[src/rtl/sign_magnitude_a2_serial_converter.sv]
// -----------------------------------------------------------------------------
// sign_magnitude_a2_serial_converter
//
// Back-end converter for the sequential multiplier: turns an unsigned
// magnitude plus a sign bit into a signed two's complement WIDTH-bit result.
// Negation is done bit-serially, LSB first, one bit per clock: bits are copied
// up to and including the first 1, and every later bit is inverted.
// Positive operands and negative zero take a one-cycle fast path.
//
// Optional feature macro: SATURATE_EN
//   defined   - an overflowing result is clamped to the most positive value
//               (Sign=0) or the most negative value (Sign=1)
//   undefined - an overflowing result wraps (low WIDTH bits of the conversion)
//
// Ports
//   clk       in   system clock, all logic on the rising edge
//   reset     in   synchronous, active-low reset
//   Start     in   conversion request, sampled only while Ready=1
//   Sign      in   1 = negative result required
//   In_Bits   in   [WIDTH-1:0] unsigned magnitude
//   Ready     out  1 while IDLE, able to accept Start
//   Done      out  one-cycle pulse, Out_Bits/Overflow valid
//   Out_Bits  out  [WIDTH-1:0] two's complement result, held until next result
//   Overflow  out  result not representable in signed WIDTH bits
// -----------------------------------------------------------------------------
module sign_magnitude_a2_serial_converter #(
  parameter int WIDTH = 16
) (
  input  logic             clk,
  input  logic             reset,
  input  logic             Start,
  input  logic             Sign,
  input  logic [WIDTH-1:0] In_Bits,
  output logic             Ready,
  output logic             Done,
  output logic [WIDTH-1:0] Out_Bits,
  output logic             Overflow
);

  localparam int                CNT_W    = $clog2(WIDTH);
  localparam logic [CNT_W-1:0]  LAST_BIT = CNT_W'(WIDTH - 1);
  // 100..0: the most negative representable value, also 2^(WIDTH-1).
  localparam logic [WIDTH-1:0]  MIN_NEG  = {1'b1, {(WIDTH-1){1'b0}}};

  typedef enum logic [1:0] {
    IDLE,
    SHIFT,
    DONE
  } state_t;

  state_t           state;
  logic [WIDTH-1:0] in_sr;     // magnitude, consumed LSB first
  logic [WIDTH-1:0] out_sr;    // negated bits, shifted in from the MSB side
  logic [CNT_W-1:0] cnt;
  logic             seen_one;
  logic             ovf_q;     // overflow of the conversion in flight

  logic             start_ovf;
  logic             out_bit;
  logic [WIDTH-1:0] neg_result;
  logic [WIDTH-1:0] fast_value;
  logic [WIDTH-1:0] shift_value;

  // Magnitude 2^(WIDTH-1) is still representable when negative.
  assign start_ovf  = Sign ? (In_Bits > MIN_NEG) : In_Bits[WIDTH-1];

  assign out_bit    = seen_one ? ~in_sr[0] : in_sr[0];

  // After the last shift this is the complete negated value; it is what gets
  // loaded into Out_Bits so the output never shows a partial result.
  assign neg_result = {out_bit, out_sr[WIDTH-1:1]};

`ifdef SATURATE_EN
  // The fast path can only overflow with Sign=0 (negative zero never does),
  // and the shift path is always negative, so the clamp direction is implied
  // by the path and no sign register is needed.
  assign fast_value  = start_ovf ? ~MIN_NEG : In_Bits;
  assign shift_value = ovf_q     ? MIN_NEG  : neg_result;
`else
  assign fast_value  = In_Bits;
  assign shift_value = neg_result;
`endif

  // NOTE: all state below uses non-blocking assignments so every register
  // samples the pre-edge values; blocking assignments here would let the
  // shift registers and counter see each other's new values within one edge.
  always_ff @(posedge clk) begin
    if (!reset) begin
      state    <= IDLE;
      Ready    <= 1'b1;
      Done     <= 1'b0;
      Out_Bits <= '0;
      Overflow <= 1'b0;
      in_sr    <= '0;
      out_sr   <= '0;
      cnt      <= '0;
      seen_one <= 1'b0;
      ovf_q    <= 1'b0;
    end else begin
      Done <= 1'b0;
      unique case (state)
        IDLE: begin
          if (Start) begin
            Ready <= 1'b0;
            if (!Sign || (In_Bits == '0)) begin
              state    <= DONE;
              Done     <= 1'b1;
              Out_Bits <= fast_value;
              Overflow <= start_ovf;
            end else begin
              state    <= SHIFT;
              in_sr    <= In_Bits;
              out_sr   <= '0;
              cnt      <= '0;
              seen_one <= 1'b0;
              ovf_q    <= start_ovf;
            end
          end
        end

        SHIFT: begin
          in_sr    <= in_sr >> 1;
          out_sr   <= neg_result;
          seen_one <= seen_one | in_sr[0];
          cnt      <= cnt + CNT_W'(1);
          if (cnt == LAST_BIT) begin
            state    <= DONE;
            Done     <= 1'b1;
            Out_Bits <= shift_value;
            Overflow <= ovf_q;
          end
        end

        DONE: begin
          state <= IDLE;
          Ready <= 1'b1;
        end

        default: begin
          state <= IDLE;
          Ready <= 1'b1;
        end
      endcase
    end
  end

endmodule
[config.mk]
export PLATFORM = sky130hd
export DESIGN_NAME = sign_magnitude_a2_serial_converter
export DESIGN_NICKNAME = d
export VERILOG_FILES = /design/src/rtl/sign_magnitude_a2_serial_converter.sv
export SDC_FILE = /design/constraint.sdc
export NUM_CORES = 1
export LEC_CHECK = 0
export CAP_MARGIN = 10
export CORE_MARGIN = 2
export CORE_UTILIZATION = 53
export DETAILED_ROUTE_END_ITERATION = 12
export PLACE_DENSITY = 0.78
export RECOVER_POWER = 25
export SLEW_MARGIN = 30
export SYNTH_ARGS = -nofsm -noshare
export SYNTH_HDL_FRONTEND = slang
export SYNTH_SLANG_ARGS = --single-unit
[constraint.sdc]
create_clock -name clk -period 2.54 [get_ports clk]
set_clock_uncertainty 0.2 [all_clocks]
set_input_delay 0.508 -clock clk [delete_from_list [all_inputs] [get_ports clk]]
set_output_delay 0.508 -clock clk [all_outputs]
set_load 0.05 [all_outputs]
# After elaboration in Yosys (flattened, before gate mapping)
# Index checks and enable logic that the tools add are counted.
[op_classes] n_eq_ne=6 n_addsub=1 bitwise_logic=4 n_reduce_logical=10 n_mux=32 n_lt_le_gt_ge=1
[ops] op="two-way mux 16 bit" count=7
[ops] op="one-hot mux 16 bit (2 select lines)" count=3
[ops] op="> comparator 16 bit (second input constant)" count=1
[ops] op="logical NOT 16 bit" count=1
[ops] op="two-way mux 1 bit" count=11
[ops] op="two-way mux 4 bit" count=2
[ops] op="!= test 2 bit (second input constant)" count=4
[ops] op="one-hot mux 1 bit (2 select lines)" count=4
[ops] op="one-hot mux 4 bit (2 select lines)" count=1
[ops] op="two-way mux 2 bit" count=3
[ops] op="AND reduction 3 bit" count=2
[ops] op="adder 4 x 1 -> 4 bit (second input constant)" count=1
[ops] op="== test 4 bit (second input constant)" count=1
[ops] op="one-hot mux 2 bit (2 select lines)" count=1
[ops] op="AND reduction 2 bit" count=2
[ops] op="AND reduction 4 bit" count=1
[ops] op="NOT 1 bit" count=3
[ops] op="== test 2 x 1 -> 1 bit (second input constant)" count=1
[ops] op="logical NOT 2 bit" count=1
[ops] op="nonzero test 2 bit" count=1
[ops] op="logical NOT 1 bit" count=1
[ops] op="logical OR 1 bit" count=1
[ops] op="bitwise OR 1 bit" count=1
[word_totals] ff_bits=59 inputBits=20 elab_cells=64 output_inout_bits=19

# Depth between registers and ports, before layout
[logic_depth] word_depth=5 ltp_mapped=7 depth_no_buf=5

# Least setup slack after synthesis
# OpenSTA, ideal clock, no wires.
[synth_timing] kind="in2reg" from="in In_Bits[6]" to="reg in_sr[10]" cell_stages=5 n_path_buf=1 setup_time_ns=0.117 arrival_ns=1.992 setup_slack_ns=0.231 required_time_ns=2.223 cell_sequence="or4_4 nor4_4 o21ai_2 buf_2 o22a_1"
[synth_between] elab_chain_cells=4
[synth_lines] item="from (decl)" line="33" source="input logic [WIDTH-1:0] In_Bits,"
[synth_lines] item="logical NOT 16 bit" line="105" source="if (!Sign || (In_Bits == '0)) begin"
[synth_lines] item="logical OR 1 bit" line="105"
[synth_lines] item="!= test 2 bit (no line)"
[synth_lines] item="AND reduction 3 bit (no line)"
[synth_lines] item="to (signal assigned)" line="112" source="in_sr <= In_Bits;"
[synth_lines] item="to (signal assigned)" line="122" source="in_sr <= in_sr >> 1;"
[synth_lines] item="to (decl)" line="52" source="logic [WIDTH-1:0] in_sr;"
# Every way passes these cells.
# A chain may end at the register's enable or synchronous reset.

# Worst setup path after layout
[layout_timing] from="in In_Bits[6]" to="reg in_sr[7]"
# Same word-level chain as after synthesis.

==> results.yml <==
grt:
  grt_use_met3_pct: 4.20
  track_usage_pct: 26.2
  grt_pass1_wl_um: 10800
  grt_max_degree: 43
  use_met1_pct: 37.3
  busiest_layer: "met2"
  antenna_found_initial: 0
  overflow: 0
  grt_pass1_vias: 2234
  use_met2_pct: 38.5
sta:
  fin_ws_ns: 0.114
  slew_headroom_pct: 43.8
  fmaxAchievable_ghz: 0.412
  final-setup-viol-count: 0
  fin_crit_ns: 2.43
  hold_viol_final: 0
  worst_pin_slew_ns: 0.843
  fin_crit_sh_pct: 95.5
  rsz0062_at_grt: "false"
  maxSlewViolCount: 0
synthesis:
  synth_area_leaders: "dfxtp_1, nand2_1, mux2i_1, o22a_1, a21o_1"
  synth-async-reset-ratio_pct: 0
  synth_ff_type: "dfxtp_1"
  postSynthCellCount: 304
  ys_types: 46
  synth_edf_count: 0
  yosys.area.top_type: "dfxtp_1"
  avgSynthCellArea_um2: 8.56
  yosys.area.top_type_share_pct: 44.6
  yosysSeqAreaShare_pct: 44.6
  synth_fp_nets: 326
  netlist_area_um2: 2600
  ys_ff_latch: 58
  yosys_warnings: 0
critical_path:
  cp_data_arrival_time_ns: 2.46
  regToRegSetupSlack_ns: 0.57
  path_max_fanout: 34
  crit_start: "In_Bits[6]"
  worst-r2r-cell-count: 5
  critPathCapture: "in_sr[7]"
  crit_cells: 6
  worstSetupStartpointType: "input port"
  slowest_stage: "or4_4"
  slowest_delay_ns: 0.59
  crit_type: "in -> reg"
  cp_num_buf_inv: 2
  cp_top_family: "simple AND/OR/NAND/NOR gates"
  r2r_start: "state[0]"
  r2r-end: "Out_Bits[14]"
  path_cells: "clkdlybuf4s50_1 > or4_4 > nor4_4 > o21ai_2 > buf_12 > o22a_1"
  crit_required_ns: 2.57
  endpoint_kind: "flop"
pwr:
  power_density_nw_per_um2: 731
  p_comb_share_pct: 15.0
  power.net_switching_uw: 620
  p_int_mw: 1.90
  netSwitchingFraction_pct: 24.6
  p_seq_share_pct: 39.5
  total_power_mw: 2.52
  vdd_drop_max_v: 0.000415
  total_leakage_power_nw: 1.51
  clockPowerShare_pct: 45.5
finish:
  finish.net_count: 374
  antenna_cells: 0
  layout-drive-gt1-share_pct: 14.8
  stdcell_count: 424
  multi_input_area_um2: 1310
  area_growth_pct: 32.6
  fillers: 342
  final_cell_mix: "nand2_1, dfxtp_1, a21oi_1, clkdlybuf4s50_1, buf_4"
  final_common_cell: "nand2_1"
  regArea_um2: 1160
floorplanning:
  initial_core_util_pct: 55.1
  io_pins: 39
  die_w_um: 74.1
  dieArea_um2: 5490
  placementRows: 25
  core_um2: 4720
  die_h_um: 74.1
clock_tree:
  root_buffer: "clkbuf_8"
  postCtsSetupRepairBufs: 0
  holdBufCountCts: 0
  cts_resized: 0
  clkLatencyLatePin_ns: 0.34
  htreeDepth: 3
  cts_buffers: 9
  path_clk_slew_ns: 0.07
  clk_path_buf_depth: 2
  clock-sinks: 58
  cts_tree: "done"
hold_path:
  hold_class: "reg -> reg"
  min_from: "Out_Bits[5]"
job:
  cap_violations: 0
placed_design:
  dp.cells: 408
  dp_slack_ns: -0.241
  portBuffers: 38
  gp_congestion: 0.818
  hpwl_um: 4240
route:
  drt_iter0_drc: 219
  wl_um: 6540
  wl_per_cell_um: 15.4
  ant_nets: 0
  drc: 0
  drtPass1Iterations: 5
  viasPerCell: 5.75
  vias: 2438
outcome:
  status: "finished clean"
## worst min path at each step
stage	end	slack, ns	cells past startpoint
floorplan	cnt[3]	0.23	1
global placement	Ready	0.25	1
detailed placement	Out_Bits[13]	0.25	2
CTS	Out_Bits[5]	0.27	2
global route	out_sr[8]	0.29	2
finish	Out_Bits[5]	0.26	2
## worst register-to-register path, cell delays in order, from the launching register on
cell and delay (ns):
dfxtp_1 0.44, nor2b_2 0.65, buf_4 0.26, nand2_1 0.07
a21o_1 0.16, mux2i_1 0.12
## synth_stat cells, drive strengths merged (2+ instances only)
cell type,instances
dfxtp,58
or4,4
o21ai,11
nand3,9
o211ai,2
o22ai,8
nor4,2
buf,7
clkbuf,19
a211o,2
inv,3
nand2b,3
or3,2
o211a,2
a21oi,20
a31oi,2
nor3,3
a211oi,2
nand2,82
ha,2
mux2i,15
o22a,15
a21o,15
## power by group through the flow
stage                     Sequential, mW  Clock, mW  Combinational [mW]
final                              0.998       1.15               0.379
after global routing                1.00       1.19               0.405
after CTS                          0.998       1.15               0.386
after detailed placement            1.02          0               0.381
after global placement              1.01          0               0.376
after floorplan                     1.07          0               0.182
## kinds of logic (layout without fill, tap and decap cells)
logic type               count (synthesis)  in the layout  share of synthesized area (%)
AND/OR/NAND/NOR                        113            113                           20.0
flip-flops                              58             58                           44.6
buffers and inverters                   29             82                           5.05
adder cells (fa/ha/maj)                  2              2                          0.961
multiplexers                            16             16                           6.20
AO/OA/AOI/OAI                           86             86                           23.2
## cell type report
class                   count  area share [%]
multi-input cells         217            38.1
inverters                   3           0.326
flip-flops and latches     58            33.6
clock inverters             5            3.62
well taps                  67            2.43
repair buffers             63            17.8
clock buffers              11            4.10
## sequential cells by signal (all words and copies together) (netlist names)
| register | flops |
|---|---|
| seen_one | 1 |
| in_sr | 16 |
| cnt | 4 |
| out_sr | 15 |
| Ready | 1 |
| Out_Bits | 16 |
| Overflow | 1 |
| state | 2 |
| ovf_q | 1 |
| Done | 1 |
## per-stage QoR
stage,area (µm²),util (%),hold WS (ns),TNS [ns]
final,3450,73.1,0.256,0
after global routing,3450,73.1,0.285,0
after CTS,3470,73.4,0.266,0
after detailed placement,3200,67.8,0.252,-9.92
after global placement,3200,67.8,0.246,-7.88
after floorplan,2600,-,0.232,0
## layer usage
layer  up-vias  routed length (µm)
li1       1175                   -
met1      1138                3090
met2       109                2850
met3        16                 445
met4         0                 154
met5         -                   0
No activity file was read; power rests on OpenSTA's default activity.
